<file path="src/rtl/sw_act_pkg.sv">
// Shared types and constants for the switching activity monitor and its harness.
package sw_act_pkg;

  typedef enum logic [1:0] {
    IDLE   = 2'd0,
    ARM    = 2'd1,
    COUNT  = 2'd2,
    REPORT = 2'd3
  } state_t;

  localparam int DEF_WIDTH  = 5;
  localparam int DEF_WINDOW = 256;

  // Ceiling log2; callers always pass values >= 2.
  function automatic int clog2(input int value);
    int result;
    int rem;
    result = 0;
    rem    = value - 1;
    while (rem > 0) begin
      result = result + 1;
      rem    = rem >>> 1;
    end
    return result;
  endfunction

endpackage

</file>
<file path="src/rtl/switching_activity_monitor_if.sv">
// Sample and result bus between the power-experiment harness and the monitor.
// The res_peak signal exists only when SWACT_PEAK_EN is defined.
interface switching_activity_monitor_if
  import sw_act_pkg::*;
#(
  parameter int WIDTH  = DEF_WIDTH,
  parameter int WINDOW = DEF_WINDOW
) ();

  localparam int CNT_W = clog2((WINDOW - 1) * WIDTH + 1);
  localparam int SMP_W = clog2(WINDOW + 1);
  localparam int PK_W  = clog2(WIDTH + 1);

  logic             start;
  logic             smp_valid;
  logic [WIDTH-1:0] smp_data;
  logic             busy;
  logic             res_valid;
  logic             res_ready;
  logic [CNT_W-1:0] res_toggles;
  logic [SMP_W-1:0] res_ones;
`ifdef SWACT_PEAK_EN
  logic [PK_W-1:0]  res_peak;
`endif

  modport master (
    output start, smp_valid, smp_data, res_ready,
`ifdef SWACT_PEAK_EN
    input  res_peak,
`endif
    input  busy, res_valid, res_toggles, res_ones
  );

  modport slave (
    input  start, smp_valid, smp_data, res_ready,
`ifdef SWACT_PEAK_EN
    output res_peak,
`endif
    output busy, res_valid, res_toggles, res_ones
  );

endinterface

</file>
<file path="src/rtl/sw_act_popcount.sv">
// Number of bits that differ between the current and previous sample.
module sw_act_popcount
  import sw_act_pkg::*;
#(
  parameter int WIDTH = DEF_WIDTH,
  parameter int PC_W  = clog2(WIDTH + 1)
) (
  input  logic [WIDTH-1:0] a,
  input  logic [WIDTH-1:0] b,
  output logic [PC_W-1:0]  count
);

  logic [WIDTH-1:0] diff;

  // Sum the XOR bits; purely combinational.
  always_comb begin
    diff  = a ^ b;
    count = '0;
    for (int i = 0; i < WIDTH; i++) begin
      count = count + PC_W'(diff[i]);
    end
  end

endmodule

</file>
<file path="src/rtl/switching_activity_monitor.sv">
// Counts bit toggles and output-high samples over a window of WINDOW samples
// and returns one result per armed window over a valid/ready handshake.
// Define SWACT_PEAK_EN to add res_peak, the largest single-transition toggle count.
module switching_activity_monitor
  import sw_act_pkg::*;
#(
  parameter int WIDTH  = DEF_WIDTH,
  parameter int WINDOW = DEF_WINDOW
) (
  input logic clock,
  input logic reset,
  switching_activity_monitor_if.slave bus
);

  localparam int CNT_W = clog2((WINDOW - 1) * WIDTH + 1);
  localparam int SMP_W = clog2(WINDOW + 1);
  localparam int PK_W  = clog2(WIDTH + 1);

  generate
    if (WINDOW < 2) begin : g_window_check
      $error("switching_activity_monitor: WINDOW must be at least 2");
    end
  endgenerate

  state_t           state;
  logic [WIDTH-1:0] prev;
  logic [CNT_W-1:0] toggles;
  logic [SMP_W-1:0] ones;
  logic [SMP_W-1:0] samples;
  logic [PK_W-1:0]  pc;
  logic [CNT_W-1:0] toggles_next;
  logic [SMP_W-1:0] ones_next;
  logic             last_sample;
`ifdef SWACT_PEAK_EN
  logic [PK_W-1:0]  peak;
  logic [PK_W-1:0]  peak_next;
`endif

  sw_act_popcount #(.WIDTH(WIDTH), .PC_W(PK_W)) u_popcount (
    .a     (bus.smp_data),
    .b     (prev),
    .count (pc)
  );

  // Accumulator values after accepting the current sample.
  always_comb begin
    toggles_next = toggles + CNT_W'(pc);
    ones_next    = ones + SMP_W'(bus.smp_data[WIDTH-1]);
    last_sample  = (samples == SMP_W'(WINDOW - 1));
`ifdef SWACT_PEAK_EN
    peak_next    = (pc > peak) ? pc : peak;
`endif
  end

  // Window FSM with registered busy/result outputs.
  always_ff @(posedge clock) begin
    if (reset) begin
      state           <= IDLE;
      prev            <= '0;
      toggles         <= '0;
      ones            <= '0;
      samples         <= '0;
      bus.busy        <= 1'b0;
      bus.res_valid   <= 1'b0;
      bus.res_toggles <= '0;
      bus.res_ones    <= '0;
`ifdef SWACT_PEAK_EN
      peak            <= '0;
      bus.res_peak    <= '0;
`endif
    end else begin
      case (state)
        IDLE: begin
          if (bus.start) begin
            state    <= ARM;
            bus.busy <= 1'b1;
`ifdef SWACT_PEAK_EN
            peak     <= '0;
`endif
          end
        end
        ARM: begin
          // First sample only seeds prev; it has no predecessor to toggle against.
          if (bus.smp_valid) begin
            prev    <= bus.smp_data;
            ones    <= SMP_W'(bus.smp_data[WIDTH-1]);
            samples <= SMP_W'(1);
            toggles <= '0;
            state   <= COUNT;
          end
        end
        COUNT: begin
          if (bus.smp_valid) begin
            prev    <= bus.smp_data;
            toggles <= toggles_next;
            ones    <= ones_next;
            samples <= samples + SMP_W'(1);
`ifdef SWACT_PEAK_EN
            peak    <= peak_next;
`endif
            if (last_sample) begin
              state           <= REPORT;
              bus.busy        <= 1'b0;
              bus.res_valid   <= 1'b1;
              bus.res_toggles <= toggles_next;
              bus.res_ones    <= ones_next;
`ifdef SWACT_PEAK_EN
              bus.res_peak    <= peak_next;
`endif
            end
          end
        end
        REPORT: begin
          if (bus.res_ready) begin
            state         <= IDLE;
            bus.res_valid <= 1'b0;
          end
        end
        default: state <= IDLE;
      endcase
    end
  end

endmodule

</file>
<file path="src/flat_wrapper.sv">
// flat-port wrapper written by rule: the top's interface ports become plain ports
module switching_activity_monitor_flat import sw_act_pkg::*;
#(
  parameter int WIDTH  = DEF_WIDTH,
  parameter int WINDOW = DEF_WINDOW
)
  (clock, reset, bus_start, bus_smp_valid, bus_smp_data, bus_res_ready, bus_busy, bus_res_valid, bus_res_toggles, bus_res_ones);
  switching_activity_monitor_if #(.WIDTH(WIDTH), .WINDOW(WINDOW)) bus_i ();
  input logic clock;
  input logic reset;
  input wire logic [$bits(bus_i.start)-1:0] bus_start;
  input wire logic [$bits(bus_i.smp_valid)-1:0] bus_smp_valid;
  input wire logic [$bits(bus_i.smp_data)-1:0] bus_smp_data;
  input wire logic [$bits(bus_i.res_ready)-1:0] bus_res_ready;
  output wire logic [$bits(bus_i.busy)-1:0] bus_busy;
  output wire logic [$bits(bus_i.res_valid)-1:0] bus_res_valid;
  output wire logic [$bits(bus_i.res_toggles)-1:0] bus_res_toggles;
  output wire logic [$bits(bus_i.res_ones)-1:0] bus_res_ones;
  assign bus_i.start = bus_start;
  assign bus_i.smp_valid = bus_smp_valid;
  assign bus_i.smp_data = bus_smp_data;
  assign bus_i.res_ready = bus_res_ready;
  assign bus_busy = bus_i.busy;
  assign bus_res_valid = bus_i.res_valid;
  assign bus_res_toggles = bus_i.res_toggles;
  assign bus_res_ones = bus_i.res_ones;
  switching_activity_monitor #(.WIDTH(WIDTH), .WINDOW(WINDOW)) u_core (.clock(clock), .reset(reset), .bus(bus_i));
endmodule
</file>
<file path="config.mk">
export PLATFORM = sky130hd
export DESIGN_NAME = switching_activity_monitor_flat
export DESIGN_NICKNAME = d
export VERILOG_FILES = /design/src/rtl/sw_act_pkg.sv /design/src/rtl/switching_activity_monitor_if.sv /design/src/rtl/sw_act_popcount.sv /design/src/rtl/switching_activity_monitor.sv /design/src/flat_wrapper.sv
export SDC_FILE = /design/constraint.sdc
export NUM_CORES = 1
export LEC_CHECK = 0
export CORE_ASPECT_RATIO = 0.6
export CORE_MARGIN = 2
export CORE_UTILIZATION = 39
export CTS_CLUSTER_DIAMETER = 50
export DETAILED_ROUTE_END_ITERATION = 8
export DONT_BUFFER_PORTS = 1
export PLACE_DENSITY_LB_ADDON = 0.25
export SYNTH_ARGS = -nofsm -noshare
export SYNTH_HDL_FRONTEND = slang
export SYNTH_SLANG_ARGS = --single-unit
export TNS_END_PERCENT = 50
</file>
<file path="constraint.sdc">
create_clock -name clock -period 7.2 [get_ports clock]
set_clock_uncertainty 0.05 [all_clocks]
set_input_delay 0.36 -clock clock [delete_from_list [all_inputs] [get_ports clock]]
set_output_delay 0.36 -clock clock [all_outputs]
set_load 0.01 [all_outputs]
</file>
==> Word-level counts from Yosys, hierarchy flattened <==
Index checks and enable logic that the tools add are counted.
{ "totals": {"register_bits": 58, "out_inout_bits": 22, "wordCells": 60} }
{ "classes": {"add_sub_neg": 7, "n_eq_ne": 9, "muxes": 23, "bitwise": 1, "reduce_logical": 11} }
{ "ops": {"columns": ["cell", "n"], "rows": [
  ["9-bit two-way mux", 4],
  ["9-bit one-hot mux with 2 select lines", 2],
  ["11-bit two-way mux", 2],
  ["11-bit one-hot mux with 2 select lines", 1],
  ["11-bit by 3-bit adder with 11-bit output", 1],
  ["2-bit two-way mux", 5],
  ["9-bit by 1-bit adder with 9-bit output", 1],
  ["9-bit by 1-bit adder with 9-bit output (second input constant)", 1],
  ["9-bit by 8-bit == test with 1-bit output (second input constant)", 1],
  ["2-bit inequality test (second input constant)", 4],
  ["2-bit one-hot mux with 4 select lines", 1],
  ["4-bit AND reduction", 2],
  ["3-bit by 1-bit adder with 3-bit output", 2],
  ["1-bit two-way mux", 6],
  ["3-bit AND reduction", 2],
  ["2-bit nonzero test", 3],
  ["5-bit AND reduction", 1],
  ["5-bit bitwise XOR", 1],
  ["2-bit == test (second input constant)", 2],
  ["1-bit one-hot mux with 2 select lines", 2],
  ["2-bit by 1-bit adder with 3-bit output", 1],
  ["1-bit by 1-bit adder with 2-bit output", 1],
  ["2-bit by 1-bit == test with 1-bit output (second input constant)", 1],
  ["2-bit logical NOT", 1],
  ["3 further kinds", 3]
]} }

==> Depth between registers and ports, before layout <==
Gate-level depths: netlist of run 1.
{ "depth": {"word_depth": 8, "depth_mapped": 10, "mapped_depth_nobuf": 10} }

==> Hierarchy <==
Synthesis of run 1 repeated with hierarchy kept, for this count alone.
{ "unflattened": {"cells_unflattened": 332, "hier_area_um2": 2892.8} }
{ "modules_own_cells": {"columns": ["mod", "instances", "cells_per_inst", "area_per_inst_um2", "seq_area_each_um2"], "rows": [
  ["switching_activity_monitor", 1, 324, 2796.4, 1161.1],
  ["sw_act_popcount", 1, 8, 96.3, 0.0]
]} }

==> Least setup slack after synthesis of run 1 <==
OpenSTA, ideal clock, no wires.
{ "synth_timing": {"path_kind": "input port to flip-flop", "startpoint": "input bus_smp_data[0]", "endpoint": "register u_core.bus.res_toggles[10]", "setup_time_ns": 0.086, "arrival_ns": 2.875, "required_time_ns": 7.064, "slack_ns": 4.189, "cell_stages": 10, "path_buffers": 0, "path_cell_list": "xor2_1 > fa_1 > fa_1 > ha_1 > inv_1 > fa_1 > and2b_1 > o2111ai_1 > xor2_1 > a211oi_1"} }
{ "synth_between": {"elab_chain_len": 6} }
{ "synth_rtl": {"columns": ["element", "line_no", "rtl"], "rows": [
  ["from (decl)", "flat_wrapper.sv:13", "input wire logic [$bits(bus_i.smp_data)-1:0] bus_smp_data;"],
  ["5-bit bitwise XOR", "sw_act_popcount.sv:17", "diff = a ^ b;"],
  ["1-bit by 1-bit adder with 2-bit output", "sw_act_popcount.sv:20", "count = count + PC_W'(diff[i]);"],
  ["2-bit by 1-bit adder with 3-bit output", "sw_act_popcount.sv:20", null],
  ["3-bit by 1-bit adder with 3-bit output (2 in a row)", "sw_act_popcount.sv:20", null],
  ["11-bit by 3-bit adder with 11-bit output", "switching_activity_monitor.sv:47", "toggles_next = toggles + CNT_W'(pc);"],
  ["to (signal assigned)", "switching_activity_monitor.sv:105", "bus.res_toggles <= toggles_next;"],
  ["to (decl)", "switching_activity_monitor_if.sv:39", "output busy, res_valid, res_toggles, res_ones"]
]} }
No other way between the ends.
A chain may end at the register's enable or synchronous reset.

==> Worst setup path after layout of run 1 <==
{ "layout_timing": {"startpoint": "register u_core.prev[0]", "endpoint": "register u_core.bus.res_toggles[8]"} }
{ "layout_between": {"elab_chain_len": 6} }
{ "layout_rtl": {"columns": ["element", "line_no", "rtl"], "rows": [
  ["from (decl)", "switching_activity_monitor.sv:26", "logic [WIDTH-1:0] prev;"],
  ["from (signal assigned)", "switching_activity_monitor.sv:85", "prev <= bus.smp_data;"],
  ["from (signal assigned)", "switching_activity_monitor.sv:94", "prev <= bus.smp_data;"],
  ["5-bit bitwise XOR", "sw_act_popcount.sv:17", null],
  ["1-bit by 1-bit adder with 2-bit output", "sw_act_popcount.sv:20", null],
  ["2-bit by 1-bit adder with 3-bit output", "sw_act_popcount.sv:20", null],
  ["3-bit by 1-bit adder with 3-bit output (2 in a row)", "sw_act_popcount.sv:20", null],
  ["11-bit by 3-bit adder with 11-bit output", "switching_activity_monitor.sv:47", null]
]} }
No other way between the ends.

==> reports/qor.txt, run 1 <==
Warnings, synthesis = 0
share of cells above drive strength 1 = 8.28%
FMAX = 318 MHz
worst hold path depth = 1
Clock Latency Late Sink = 0.32 ns
Ports = 32
Seq cells post-synth = 58
total core area = 7270 um^2
Primary FF master, synth = dfxtp_1
DP Wirelength = 4270 um
hold buffers post-CTS = 0
DRT Pass-1 Iters = 4
antenna violations before repair = 0
Synth async-reset ratio = 0%
drt total wl = 6100 um
hold slack = 0.0592 ns
Peak supply drop = 0.000172 V
Hold WC Path Type = primary input to flop
setup_tns = 0 ns
kind of critical path = flop to flop
routability cong. = 0.793
Avg Cell Area, Syn = 8.76 um^2
Worst-path clk slew = 0.05 ns
Synth area leaders = dfxtp_1, nor2_1, ha_1, a211oi_1, nand2_1
n_diodes = 0
Worst Setup Slack, final = 4.05 ns
sequential area share after synthesis = 39.8%
r2r setup slk = 4.05 ns
status = finished clean
Post-Syn Instances = 333
Vias/cell = 5.27
# nets final = 349
postcts setup bufs = 0
startpoint types = flop
initial drt markers = 115
Finished Layout Cells = 430
RSZ-0062 raised after global routing = false
PwrDens = 304 nW/um^2
die height = 71 um
worst path cell trace = xor2_1, fa_1, fa_1, ha_1, inv_1, fa_1, and2b_1, o2111ai_1, xor2_1, a211oi_1
CP endpoint kind = flop
Critical Path RT = 7.38 ns
Antenna Nets Post-Route = 0
worst reg2reg path depth = 10
number of port buffers = 0
DRC = 0
final worst path period share = 43.7%
capture point of the worst reg-to-reg path = u_core.bus.res_toggles[8]$_SDFFE_PP0P_
Yosys cell types = 57
All-Layer GR Usage = 16.3%
Pwr Total = 0.976 mW
Arrival @ worst endpoint = 3.33 ns
DR vias = 2,265
post-DR wirelength/cell = 14.2 um
Root Driver = clkbuf_16
post-route minimum period = 3.15 ns
share of the synthesized area in the top cell type = 39.8%
Post-synth EDFFs = 0
CTS tree = yes
max-cap check violation count = 0
Fill cells = 742
most numerous cell on the critical path = fa_1
row cnt = 24
slowest CP cell = fa_1
first-pass GRT wire length = 10,500 um
final setup fails = 0
global route overflow = 0
Final Hold Vio Count = 0
Die Width = 116 um
H-tree Lvls = 3
max-slew violation count = 0
CTS max path bufs = 2
Worst-Margin Slew = 0.542 ns
count leader, synth = dfxtp_1
synthesized cell area = 2920 um^2
most frequent cells after synthesis = dfxtp_1, nor2_1, nand2_1
CP max FO = 4
P_leak = 1.09 nW
vias in the first global route = 2,172
CP max stage delay = 0.52 ns
DIE AREA = 8210 um^2
largest net degree at the start of global routing = 53
Hold Startpoint = reset
Gates resized, CTS repair = 0
Sink Count = 58
top cell type by total area after synthesis = dfxtp_1
Post-Place Cells = 417
Max-slew headroom = 63.9%
DP Worst Slack = 4.01 ns
Initial Util = 40.2%
total CTS buffers = 9
Worst Hold Path EP = u_core.bus.res_ones[5]$_SDFFE_PP0P_
RR Startpoint = u_core.prev[0]$_SDFFE_PP0P_
syn nets = 358
Area Overhead vs Synth = 9.95%
==> flip-flops by register name, indices dropped and copies added, names as in the netlist <==
register and cells:
u_core.bus.res_toggles 11, u_core.samples 9, u_core.bus.res_valid 1, u_core.state 2, u_core.ones 9, u_core.bus.busy 1, u_core.prev 5, u_core.bus.res_ones 9
u_core.toggles 11
==> power by group <==
| part | total, mW | internal [mW] | leakage (nW) | switching [mW] |
|---|---|---|---|---|
| Combinational | 0.242 | 0.0966 | 0.495 | 0.145 |
| Sequential | 0.360 | 0.342 | 0.468 | 0.0173 |
| Clock | 0.375 | 0.245 | 0.128 | 0.130 |
==> logic make-up after synthesis <==
| kind of cell | synth area share (%) |
|---|---|
| XOR/XNOR | 6.30 |
| adder cells (fa/ha/maj) | 7.20 |
| flip-flops | 39.8 |
| buffers and inverters | 4.72 |
| AO/OA/AOI/OAI | 20.3 |
| multiplexers | 2.19 |
| AND/OR/NAND/NOR | 19.5 |
==> layer usage <==
layer  track usage [%]  routed length [um]  vias up
met1              21.3                3080     1056
met4              5.16                  65        0
met5                 0                   0        -
met3              5.91                 279        8
met2              25.1                2680       34
li1                  -                   -     1167
==> layout make-up <==
| cell class | count | area, um^2 | share of cell area (%) |
|---|---|---|---|
| Inverter | 8 | 30.0 | 0.936 |
| Sequential cell | 58 | 1160 | 36.2 |
| Timing Repair Buffer | 1 | 7.51 | 0.234 |
| Multi-Input combinational cell | 246 | 1620 | 50.5 |
| Tap cell | 104 | 130 | 4.06 |
| Clock buffer | 13 | 260 | 8.11 |
==> cells in the final DEF (no fill, tap or decap), types with 3 or more instances in the layout <==
master	n
nor2_1	41
nand2_1	32
nor3_1	5
o21ai_1	3
a21oi_1	23
xnor2_1	10
clkbuf_16	9
mux2i_1	3
nand2b_1	3
fa_1	3
nand3b_1	3
xor2_1	11
a211oi_1	16
a31oi_1	8
o21ai_0	5
nand4_1	5
and3_1	5
dfxtp_1	58
a22oi_1	5
nand3_1	13
ha_1	12
inv_1	7
==> worst max-delay path by stage <==
stage	endpoint	cells after the start	slack [ns]	from
after floorplan	u_core.bus.res_toggles[10]$_SDFFE_PP0P_	10	4.19	bus_smp_data[0]
after global placement	u_core.bus.res_toggles[8]$_SDFFE_PP0P_	10	4.07	bus_smp_data[0]
after detailed placement	u_core.bus.res_toggles[8]$_SDFFE_PP0P_	10	4.01	bus_smp_data[0]
after CTS	u_core.bus.res_toggles[8]$_SDFFE_PP0P_	10	4.03	u_core.prev[0]$_SDFFE_PP0P_
after global routing	u_core.bus.res_toggles[8]$_SDFFE_PP0P_	10	3.80	u_core.prev[1]$_SDFFE_PP0P_
final	u_core.bus.res_toggles[8]$_SDFFE_PP0P_	10	4.05	u_core.prev[0]$_SDFFE_PP0P_
==> worst max-delay path, delay by kind of cell (launching register included) <==
kind	cells	cell delay, ns
fa+ha+maj	4	1.54
compound gates	2	0.41
xor+xnor	2	0.40
flops	1	0.33
simple gates	1	0.27
buf+inv	1	0.07
==> through the flow <==
step           utilization, %  area [um^2]
3_5_place_dp             40.6         2950
5_1_grt                  44.1         3210
4_1_cts                  44.1         3210
3_3_place_gp             40.6         2950
2_1_floorplan               -         2920
6_report                 44.1         3210
(Power assumes the default switching activity.)
==> run 2, diff against run 1 <==
- clock period: 7.2 -> 3.3 ns (I/O delays scaled with it)
==> run 2 against run 1 <==
First-iteration DRC count down 20%. Non-clock buffer count up 12. Hold slack worse by 0.030 ns. Global-route usage up 0.36 points. Final cell count up 3.5%. Die area unchanged. Power up 130%. Fmax up 1.9%.
==> reports/qor.txt, run 2 (synthesized netlist as in run 1, its figures left out) <==
postcts setup bufs = 0
Vias/cell = 5.31
DRC = 0
CP max FO = 4
max-slew violation count = 0
most frequent cells in the layout = dfxtp_1, nor2_1, nand2_1
capture point of the worst reg-to-reg path = u_core.bus.res_toggles[10]$_SDFFE_PP0P_
startpoint types = flop
Sink Count = 58
Worst-Margin Slew = 0.571 ns
Max-slew headroom = 61.9%
global route overflow = 0
CTS max path bufs = 2
largest net degree at the start of global routing = 50
die height = 71 um
Fill cells = 721
CP max stage delay = 0.53 ns
Pwr Total = 2.29 mW
initial drt markers = 92
worst path cell trace = xor2_2, fa_1, fa_1, ha_1, inv_1, fa_1, and2b_2, o2111ai_1, xor2_1, a211oi_1
Peak supply drop = 0.000440 V
Initial Util = 40.2%
DP Wirelength = 4230 um
Worst Setup Slack, final = 0.210 ns
first-pass GRT wire length = 10,600 um
Root Driver = clkbuf_16
number of port buffers = 0
setup_tns = 0 ns
RSZ-0062 raised after global routing = false
Area Overhead vs Synth = 16.3%
Clock Latency Late Sink = 0.33 ns
Post-Place Cells = 417
kind of critical path = flop to flop
most numerous cell on the critical path = fa_1
# nets final = 361
leading cell type in the layout, fill and taps excluded = dfxtp_1
CP top delay family = adder cells
final worst path period share = 93.6%
drt total wl = 6270 um
H-tree Lvls = 3
r2r setup slk = 0.21 ns
Worst Hold Path EP = u_core.ones[0]$_SDFFE_PP0P_
vias in the first global route = 2,215
n_diodes = 0
routability cong. = 0.847
RR Startpoint = u_core.prev[0]$_SDFFE_PP0P_
Die Width = 116 um
antenna violations before repair = 0
DP Area = 2950 um^2
Final Hold Vio Count = 0
DRT Pass-1 Iters = 4
Critical Path RT = 3.49 ns
DIE AREA = 8210 um^2
Ports = 32
Design Area, Final = 3390 um^2
Antenna Nets Post-Route = 0
CP bufs+invs = 1
post-DR wirelength/cell = 14.1 um
Arrival @ worst endpoint = 3.28 ns
P_leak = 1.15 nW
slowest CP cell = fa_1
max-cap check violation count = 0
Top Registers = u_core.bus.res_toggles x11, u_core.toggles x11
Hold Startpoint = bus_smp_data[4]
All-Layer GR Usage = 16.6%
Finished Layout Cells = 445
Hold WC Path Type = primary input to flop
worst reg2reg path depth = 10
row cnt = 24
CTS tree = yes
final setup fails = 0
DR vias = 2,364
share of cells above drive strength 1 = 9.68%
Worst-path clk slew = 0.05 ns
CP endpoint kind = flop
DP Worst Slack = 0.181 ns
post-route minimum period = 3.09 ns
worst hold path depth = 2
total core area = 7270 um^2
total CTS buffers = 9
PwrDens = 675 nW/um^2
FMAX = 324 MHz
status = finished clean
==> run 2: cell count changes in the layout (fill, tap and decap cells not counted), sizes merged <==
| cell | delta |
|---|---|
| buf | +1 |
| bufinv | +1 |
| clkbuf | +1 |
| clkinv | +1 |
| dlygate4sd3 | +11 |
==> run 2: power breakdown <==
part,switching [mW],internal (mW),total [mW],leakage [nW]
sequential,0.0389,0.746,0.785,0.468
clock,0.306,0.624,0.930,0.147
combinational,0.338,0.238,0.576,0.538
total,0.683,1.61,2.29,1.15
==> run 2: final cells by class <==
class                   count  area, um^2  share of cell area (%)
multi-input cells         246        1630                    48.2
flip-flops and latches     58        1160                    34.2
clock buffers              14         264                    7.78
repair buffers             13         138                    4.06
well taps                 104         130                    3.84
clock inverters             2        35.0                    1.03
inverters                   8        30.0                   0.885
==> run 2: repair_timing <==
item	4_1_cts	5_1_grt
endpoints found under the hold margin	48	0
setup endpoints to repair	0	3
resized for setup	0	3
hold buffers	12	0
==> run 2: worst max path at each step <==
stage,cells past startpoint,slack (ns),end,startpoint
after global placement,10,0.21,u_core.bus.res_toggles[8]$_SDFFE_PP0P_,u_core.prev[0]$_SDFFE_PP0P_
after detailed placement,10,0.18,u_core.bus.res_toggles[10]$_SDFFE_PP0P_,u_core.prev[1]$_SDFFE_PP0P_
after global routing,10,0.02,u_core.toggles[4]$_SDFFE_PP0P_,u_core.prev[0]$_SDFFE_PP0P_
after CTS,10,0.17,u_core.bus.res_toggles[10]$_SDFFE_PP0P_,u_core.prev[1]$_SDFFE_PP0P_
after floorplan,10,0.33,u_core.bus.res_toggles[10]$_SDFFE_PP0P_,u_core.prev[0]$_SDFFE_PP0P_
final,10,0.21,u_core.bus.res_toggles[10]$_SDFFE_PP0P_,u_core.prev[0]$_SDFFE_PP0P_
==> run 2: stage by stage <==
stage	utilization (%)	hold slack [ns]
6_report	46.7	0.0295
5_1_grt	46.7	0.0444
3_3_place_gp	40.6	0.184
4_1_cts	46.5	0.0218
3_5_place_dp	40.6	0.188
2_1_floorplan	-	0.277
==> run 2: per-layer routing <==
metal  wire (um)  vias to the layer above  share of wire (%)  GRT usage, %
li1            -                     1190                  -             -
met5           0                        -                  0             0
met4          99                        0                1.6          6.75
met2        2750                       32                 44          24.6
met3         262                       10                4.2          6.51
met1        3160                     1132                 50          21.8
==> run 3, diff against run 2 <==
- CORE_MARGIN: 2 -> not set
==> run 3 against run 2 <==
Final cell count stayed put. Power is 5.0% higher. Combinational power hardly changed. Sequential power hardly changed. Global-route usage is 0.54 points higher. Sequential share of layout area is 0.28 points lower. First-iteration DRC count is 13% lower. Setup slack worse by 0.050 ns. Routed wire length is 3.7% lower. Non-clock buffer count stayed put. Final area is 0.81% higher. Critical path type unchanged. Largest power group unchanged.
==> reports/qor.txt, run 3 (synthesized netlist as in run 1, its figures left out) <==
status = finished clean
antenna violations before repair = 0
vias in the first global route = 2,167
total core area = 7240 um^2
row cnt = 24
startpoint types = flop
Max-slew headroom = 73.3%
sequential power share = 32.6%
Fill cells = 711
P_leak = 1.17 nW
Design Area, Final = 3420 um^2
Critical Path RT = 3.49 ns
# nets final = 361
routability cong. = 0.832
setup_tns = 0 ns
hold slack = 0.0127 ns
Initial Util = 40.3%
global route overflow = 0
n_diodes = 0
Antenna Nets Post-Route = 0
first-pass GRT wire length = 10,400 um
drt total wl = 6040 um
clock network fraction of design power = 43.4%
kind of critical path = flop to flop
DP Worst Slack = 0.162 ns
Hold Startpoint = bus_res_ready
initial drt markers = 80
Worst Hold Path EP = u_core.bus.res_valid$_SDFFE_PP0P_
Worst-Margin Slew = 0.400 ns
Psw = 0.684 mW
Layout Utilization = 47.3%
Post-Place Cells = 418
PwrDens = 704 nW/um^2
Hold WC Path Type = primary input to flop
Vias/cell = 5.19
Sink Count = 58
DRT Pass-1 Iters = 4
slowest CP cell = fa_1
final worst path period share = 95.1%
die height = 69 um
most frequent cells in the layout = dfxtp_1, nor2_1, nand2_1
Root Driver = clkbuf_16
share of cells above drive strength 1 = 9.97%
worst path cell trace = xor2_2, fa_1, fa_1, ha_1, inv_1, fa_1, and2b_2, o2111ai_1, xor2_1, a211oi_1
number of port buffers = 0
CP endpoint kind = flop
r2r setup slk = 0.16 ns
CP max FO = 4
worst reg2reg path depth = 10
GR peak layer = met2
DP Area = 2960 um^2
DP Wirelength = 4140 um
CP bufs+invs = 1
Arrival @ worst endpoint = 3.32 ns
H-tree Lvls = 3
max-cap check violation count = 0
Ports = 32
Peak supply drop = 0.000428 V
Area Overhead vs Synth = 17.2%
DIE AREA = 7840 um^2
capture point of the worst reg-to-reg path = u_core.bus.res_toggles[10]$_SDFFE_PP0P_
CTS max path bufs = 2
leading cell type in the layout, fill and taps excluded = dfxtp_1
most numerous cell on the critical path = fa_1
FMAX = 319 MHz
All-Layer GR Usage = 17.2%
Worst-path clk slew = 0.05 ns
Top Registers = u_core.bus.res_toggles x11, u_core.toggles x11
Finished Layout Cells = 445
grt met3 use = 6.77%
met1 usage = 22.9%
Clock Latency Late Sink = 0.32 ns
total CTS buffers = 9
Pwr Total = 2.41 mW
GR Util met2 = 24.8%
post-DR wirelength/cell = 13.6 um
Worst Setup Slack, final = 0.160 ns
Die Width = 114 um
CP max stage delay = 0.53 ns
max-slew violation count = 0
RSZ-0062 raised after global routing = false
RR Startpoint = u_core.prev[0]$_SDFFE_PP0P_
internal cell power = 1.72 mW
Final Hold Vio Count = 0
post-route minimum period = 3.14 ns
CTS tree = yes
DRC = 0
DR vias = 2,308
final setup fails = 0
worst hold path depth = 3
CP top delay family = adder cells
Gate power share = 24.0%
switch share = 28.4%
largest net degree at the start of global routing = 50
==> run 3: worst max-delay path by stage <==
stage | from | cells after the start | to | slack (ns)
CTS | u_core.prev[0]$_SDFFE_PP0P_ | 10 | u_core.toggles[6]$_SDFFE_PP0P_ | 0.15
detailed placement | u_core.prev[0]$_SDFFE_PP0P_ | 10 | u_core.toggles[4]$_SDFFE_PP0P_ | 0.16
finish | u_core.prev[0]$_SDFFE_PP0P_ | 10 | u_core.bus.res_toggles[10]$_SDFFE_PP0P_ | 0.16
global route | u_core.prev[0]$_SDFFE_PP0P_ | 10 | u_core.bus.res_toggles[10]$_SDFFE_PP0P_ | 0.003
floorplan | u_core.prev[0]$_SDFFE_PP0P_ | 10 | u_core.bus.res_toggles[10]$_SDFFE_PP0P_ | 0.33
global placement | u_core.prev[0]$_SDFFE_PP0P_ | 10 | u_core.bus.res_toggles[8]$_SDFFE_PP0P_ | 0.21
==> run 3: tightest hold or removal path, delay by kind of cell <==
kind / cells / cell delay [ns]
AND/OR/NAND/NOR: 3 / 0.18
==> run 3: what timing repair did <==
action	4_1_cts	5_1_grt
resized for setup	0	2
endpoints found under the setup margin	0	3
hold endpoints to repair	48	0
hold buffers	11	0
setup buffers	0	0
==> run 3: layer usage <==
layer	up-vias	share of wire, %
li1	1184	-
met1	1088	52
met2	28	43
met3	8	3.3
met4	0	1.6
met5	-	0
==> run 3: cell type report <==
class / count / area, um^2 / area share (%)
inverters: 8 / 30.0 / 0.878
well taps: 104 / 130 / 3.81
clock inverters: 5 / 103 / 3.00
repair buffers: 13 / 135 / 3.95
multi-input cells: 246 / 1630 / 47.6
flip-flops and latches: 58 / 1160 / 34.0
clock buffers: 11 / 233 / 6.81
==> run 3: power by group through the flow <==
| stage | sequential [mW] | combinational (mW) | clock, mW |
|---|---|---|---|
| 6_report | 0.784 | 0.577 | 1.04 |
| 5_1_grt | 0.791 | 0.645 | 1.09 |
| 4_1_cts | 0.783 | 0.579 | 1.06 |
| 3_5_place_dp | 0.798 | 0.534 | 0 |
| 3_3_place_gp | 0.795 | 0.521 | 0 |
| 2_1_floorplan | 0.789 | 0.435 | 0 |
